`src/rtl/fifo_pkg.sv`:
```
// Shared constants and pointer-width helpers for the async FIFO read and write controllers.
package fifo_pkg;

  localparam int WIDTH_DEF = 4;
  localparam int ADDR_DEF  = 2;
  localparam int DEPTH     = 2 ** ADDR_DEF;
  localparam int PTR_W     = ADDR_DEF + 1;

  // Pointers carry one extra wrap bit so full and empty can be told apart.
  function automatic int ptr_w_of(input int addr_w);
    return addr_w + 1;
  endfunction

  function automatic int depth_of(input int addr_w);
    return 2 ** addr_w;
  endfunction

endpackage

```
`src/rtl/gray2bin.sv`:
```
// Gray-to-binary pointer conversion, shared by both FIFO pointer domains.
module gray2bin #(
  parameter int N = 3
) (
  input  logic [N-1:0] gray,
  output logic [N-1:0] bin
);

  // Each binary bit is the parity of the Gray bits at and above it.
  for (genvar i = 0; i < N; i++) begin : g_bit
    assign bin[i] = ^gray[N-1:i];
  end

endmodule

```
`src/rtl/fifo_read_ctrl.sv`:
```
// Read-side controller of the async FIFO: Gray read pointer, empty/level flags
// and a show-ahead output stage fed by the dual-port memory's registered read port.
module fifo_read_ctrl
  import fifo_pkg::*;
#(
  parameter int Width   = WIDTH_DEF,
  parameter int Address = ADDR_DEF
) (
  input  logic                 r_clk,
  input  logic                 r_rst,
  input  logic [Address:0]     wptr_sync,
  input  logic [Width-1:0]     mem_rdata,
  input  logic                 dout_ready,
  output logic                 r_en,
  output logic [Address-1:0]   r_addr,
  output logic [Address:0]     rptr_gray,
  output logic                 empty,
  output logic [Width-1:0]     dout,
  output logic                 dout_valid,
  output logic [Address:0]     level
);

  localparam int PtrW = ptr_w_of(Address);

  logic [PtrW-1:0] rbin;
  logic [PtrW-1:0] rbin_next;
  logic [PtrW-1:0] rgray_next;
  logic [PtrW-1:0] wbin_sync;

  gray2bin #(.N(PtrW)) u_wptr_g2b (
    .gray (wptr_sync),
    .bin  (wbin_sync)
  );

  // A fetch is issued only when the output stage is free or being drained this cycle.
  assign r_en       = !empty && (!dout_valid || dout_ready);
  assign rbin_next  = rbin + PtrW'(r_en);
  assign rgray_next = (rbin_next >> 1) ^ rbin_next;
  assign r_addr     = rbin[Address-1:0];
  assign dout       = mem_rdata;

  always_ff @(posedge r_clk) begin
    if (!r_rst) begin
      rbin       <= '0;
      rptr_gray  <= '0;
      empty      <= 1'b1;
      level      <= '0;
      dout_valid <= 1'b0;
    end else begin
      rbin      <= rbin_next;
      rptr_gray <= rgray_next;
      // Compared against the post-read pointer so a same-cycle write and read both count.
      empty     <= (rgray_next == wptr_sync);
      level     <= wbin_sync - rbin_next;
      if (r_en)
        dout_valid <= 1'b1;
      else if (dout_ready)
        dout_valid <= 1'b0;
    end
  end

endmodule

```
`config.mk`:
```
export PLATFORM = sky130hd
export DESIGN_NAME = fifo_read_ctrl
export DESIGN_NICKNAME = d
export VERILOG_FILES = /design/src/rtl/fifo_pkg.sv /design/src/rtl/gray2bin.sv /design/src/rtl/fifo_read_ctrl.sv
export SDC_FILE = /design/constraint.sdc
export NUM_CORES = 1
export LEC_CHECK = 0
export ABC_AREA = 1
export CORE_AREA = 4 4 41 43
export CTS_CLUSTER_DIAMETER = 80
export CTS_CLUSTER_SIZE = 12
export DETAILED_ROUTE_END_ITERATION = 8
export DIE_AREA = 0 0 45 47
export MAX_ROUTING_LAYER = met4
export PLACE_DENSITY_LB_ADDON = 0.1
export SYNTH_ARGS = -nofsm -noshare
export SYNTH_HDL_FRONTEND = slang
export SYNTH_SLANG_ARGS = --single-unit
```
`constraint.sdc`:
```
create_clock -name r_clk -period 4.93 [get_ports r_clk]
set_clock_uncertainty 0.15 [all_clocks]
set_input_delay 0.986 -clock r_clk [delete_from_list [all_inputs] [get_ports r_clk]]
set_output_delay 0.986 -clock r_clk [all_outputs]
set_load 0.02 [all_outputs]
```
# --- Word-level counts from Yosys, hierarchy flattened ---
# Cells that the tools add are included.
op_classes:
  n_reduce_logical: 7
  bitwise_logic: 1
  n_addsub: 2
  eq_ne: 1
  n_mux: 2
ops:
  columns: ["cell", "count"]
  rows:
  - ["$add 3x1->3", 1]
  - ["$eq 3x3->1", 1]
  - ["$reduce_xor 3->1", 1]
  - ["$sub 3x3->3", 1]
  - ["$xor 2x3->3", 1]
  - ["$logic_not 1->1", 2]
  - ["$mux 1", 2]
  - ["$reduce_bool 2->1", 1]
  - ["$reduce_xor 2->1", 1]
  - ["$logic_and 1x1->1", 1]
  - ["$logic_or 1x1->1", 1]
word_totals:
  output_inout_bits: 15
  regBits: 11
  inputBits: 10

# --- Longest topological paths before layout ---
depth:
  depth_word: 6
  ltp_mapped: 12

# --- By module ---
# Synthesis repeated with hierarchy kept, for this count alone.
hier_totals:
  cells_unflattened: 81
  hier_area_um2: 564.3
modules_own_cells:
  columns: ["module", "cells_each", "seq_area_each_um2", "n_inst", "area_each_um2"]
  rows:
  - ["fifo_read_ctrl", 69, 200.2, 1, 513.0]
  - ["gray2bin", 12, 0.0, 1, 51.3]

# --- Least setup slack after synthesis ---
# Ideal clock, no wire load.
synth_path:
  path_kind: "input port to flip-flop"
  startpoint: "input dout_ready"
  endpoint: "register level[1]"
  setup_slack_ns: 2.161
  setup_ns: 0.109
  arrival_time_ns: 2.510
  required_ns: 4.671
  cell_stages: 8
  path_cell_list: "inv_1 a21oi_1 ha_1 ha_1 inv_2 fa_1 nand2_1 inv_1"
synth_between:
  elab_chain_cells: 4
synth_rtl:
  columns: ["element", "line", "text"]
  rows:
  - ["from (decl)", "fifo_read_ctrl.sv:13", "input logic dout_ready,"]
  - ["$logic_or 1x1->1", "fifo_read_ctrl.sv:36", "assign r_en = !empty && (!dout_valid || dout_ready);"]
  - ["$logic_and 1x1->1", "fifo_read_ctrl.sv:36", null]
  - ["named net r_en", "fifo_read_ctrl.sv:14", "output logic r_en,"]
  - ["$add 3x1->3", "fifo_read_ctrl.sv:37", "assign rbin_next = rbin + PtrW'(r_en);"]
  - ["named net rbin_next[1]", "fifo_read_ctrl.sv:26", "logic [PtrW-1:0] rbin_next;"]
  - ["$sub 3x3->3", "fifo_read_ctrl.sv:54", "level <= wbin_sync - rbin_next;"]
  - ["to (signal assigned)", "fifo_read_ctrl.sv:54", null]
  - ["to (decl)", "fifo_read_ctrl.sv:20", "output logic [Address:0] level"]
# The timed path passes the listed nets, and every way through them passes these cells.
# A chain may end at the register's enable or synchronous reset.

# --- Final worst setup path ---
layout_path:
  startpoint: "input dout_ready"
  endpoint: "output r_en"
layout_between:
  elab_chain_cells: 2
layout_rtl:
  columns: ["element", "line"]
  rows:
  - ["$logic_or 1x1->1", "fifo_read_ctrl.sv:36"]
  - ["$logic_and 1x1->1", "fifo_read_ctrl.sv:36"]
  - ["to (decl)", "fifo_read_ctrl.sv:14"]
# No other way between the ends.

==> results by group <==
Routing
  – Initial DRC Count: 7
  – Routed wire length: 964 um
  – Drt via density: 4.297
  – TritonRoute pass-1 iters: 4
  – DRC viols: 0
  – Avg WL per Cell: between 9 and 10 um
  – Via count: ~430
  – Antenna-violating nets left: 0

Global routing
  – GRT Resource Usage Total: 0.1082
  – Vias in the first global route: 396
  – Largest net degree at the start of global routing: 7
  – GRT overflow: 0
  – Global-route wire length before repair: approximately 1500 um
  – Number of antenna violations at the first check in global routing: 0

Timing
  – Hold Fails Final Rpt: 0
  – # setup viols final: 0
  – Fmax: 292.3 MHz
  – Final min period: 3421 ps
  – Worst rel slew slack: 0.7945
  – Slew @ Worst Pin: 307.2 ps
  – Setup_tns: 0 ps
  – Fin. max-slew vios: 0
  – Unrepaired setup endpoints after global routing: no
  – Fin crit share: 0.6939
  – Hold WS: around 320 ps
  – Setup WS post-layout: approximately 1500 ps

Clock tree
  – Total CTS buffers: 3
  – Clock buffer depth: 2
  – CTS Sinks: 10
  – Root buffer cell: clkbuf_4
  – TritonCTS clock tree: yes
  – Worst-Skew Late Latency: 270 ps
  – Resize count post-CTS: 0
  – CTS H-tree lvls: 1
  – CTS clk-pin slew, worst paths: ~60 ps
  – Postcts setup bufs: 0
  – # hold bufs at CTS: 0

Synth
  – Post-synth top area cell: dfxtp_1
  – Post-Synth Simple-Gate Area: 0.2743
  – Post-synth top cells: nand2_1 (20), inv_1 (12), dfxtp_1 (10), nand3_1 (7), nor2_1 (5)
  – Yosys reg bits: 10
  – Mux contribution to synthesized area: 0
  – Synth Area in Compound Gates: 0.03883
  – Xor and xnor area share after synthesis: 0.03398
  – Syn Nets: 85
  – Netlist cell types: 12
  – Most frequent cell after synthesis: nand2_1
  – Largest family of logic cells by synthesized area: simple AND/OR/NAND/NOR gates
  – Synth Warn #: 0
  – Synth Area in Adders: 0.1117
  – Syn Std Cell Area: 515.5 sq um
  – Mean Syn Cell Area: approximately 7.3 sq um
  – Synth top area share: 0.3883
  – EDFF count, synth: 0
  – Post-synthesis sequential area ratio: 0.3883
  – Asr flop ratio synth: 0
  – Cell count after synthesis: between 70 and 80
  – Synth Flop Type: dfxtp_1
  – Synth area leaders: dfxtp_1 (39%), nand2_1 (15%), inv_1 (8.7%), ha_1 (7.3%), nand3_1 (6.8%)

Placement
  – Pre-CTS setup slack: 1509 ps
  – Cell area after placement: 664.4 sq um
  – PortBufs: 16
  – Gpl congestion: between 0.7 and 0.8
  – Post-DP HPWL: roughly 770 um

Critical path
  – Critical path class: input port to output pin
  – Crit end category: output pin
  – Worst path required time: 3790 ps
  – Reg-to-reg slack, setup: 2990 ps
  – Worst Path Max Fanout: 2
  – Critical Path Start Type: input port
  – Critical Path AT: 2290 ps

Pwr
  – Cell Pwr Density: roughly 380 nW/um^2
  – Leakage: 0.3477 nW
  – Peak VDD IR: about 0.19 mV

Layout
  – ANT cells: 0
  – Net count, final: 102
  – Fin util: 0.5279
  – Layout cells sized above 1: 0.06977
  – Area added between synthesis and finish: 33.25%
  – Post-route cell area: 686.9 sq um
  – Filler Cells Inserted: 137

Floorplanning
  – Die width: 45 um
  – Die area: about 2100 sq um
  – Starting density of the core: 0.3962
  – # IOs: 25
  – Cell Rows: 13
  – Die span in y: 47 um
  – Core area: 1301 sq um

Job
  – Max-Cap Viols: 0

Hold path
  – Tightest Hold Check Type: flop to flop

Run status
  – Status: finished clean
[cell type report]
type	instances	area [sq um]	area share
multi-input cells	44	236.5	0.3443
flip-flops and latches	10	200.2	0.2914
repair buffers	16	160.2	0.2332
inverters	13	48.80	0.07104
clock buffers	3	22.52	0.03279
well taps	15	18.77	0.02732
[power breakdown]
part           internal, W   total, W  leakage [nW]  switching, W
Combinational    0.0000480   0.000105         0.251     0.0000571
Clock            0.0000283  0.0000571        0.0138     0.0000289
Sequential       0.0000948  0.0000996        0.0828    0.00000477
Total             0.000171   0.000262         0.348     0.0000908
[path summary, 6_finish.rpt]
check | from | to | cells past startpoint
max | dout_ready | r_en | 4
min | empty | dout_valid | 1
max reg2reg | dout_valid | level[2] | 7
min reg2reg | empty | dout_valid | 1
[stage by stage]
stage | power, W | std cells
2_1_floorplan | 0.0001707 | 71
3_3_place_gp | 0.0002078 | 98
3_5_place_dp | 0.0002075 | 98
4_1_cts | 0.0002645 | 101
5_1_grt | 0.0002805 | 101
6_report | 0.0002618 | 101
[registers in the layout, summed over array words and instances (netlist names)]
register and flops:
level 3, empty 1, rbin 2, dout_valid 1
rptr_gray 3
[worst max-delay path: stages]
cell and delay [ps]:
clkdlybuf4s50_1 450, inv_1 40, a21oi_1 160, clkdlybuf4s50_1 640
[metal layers]
layer	vias to the layer above	global-route usage	part of all wire
met5	-	-	0
met4	0	0.05263	0.021
met3	4	0.05747	0.096
met2	14	0.1667	0.43
met1	175	0.1129	0.46
li1	241	-	-
[placed cells by master (no fill, tap or decap)]
cell	count
a21oi_1	4
nand3_1	7
fa_1	1
ha_1	3
inv_2	1
xor2_1	2
inv_1	12
nand2_2	2
clkbuf_4	3
dfxtp_1	10
nand2_1	20
clkdlybuf4s50_1	16
nor2_1	5
[logic make-up after synthesis]
kind of cell,after synthesis
AO/OA/AOI/OAI,4
buffers and inverters,17
flip-flops,10
adder cells (fa/ha/maj),4
XOR/XNOR,2
AND/OR/NAND/NOR,34
Power figures use the tool's default switching activity.
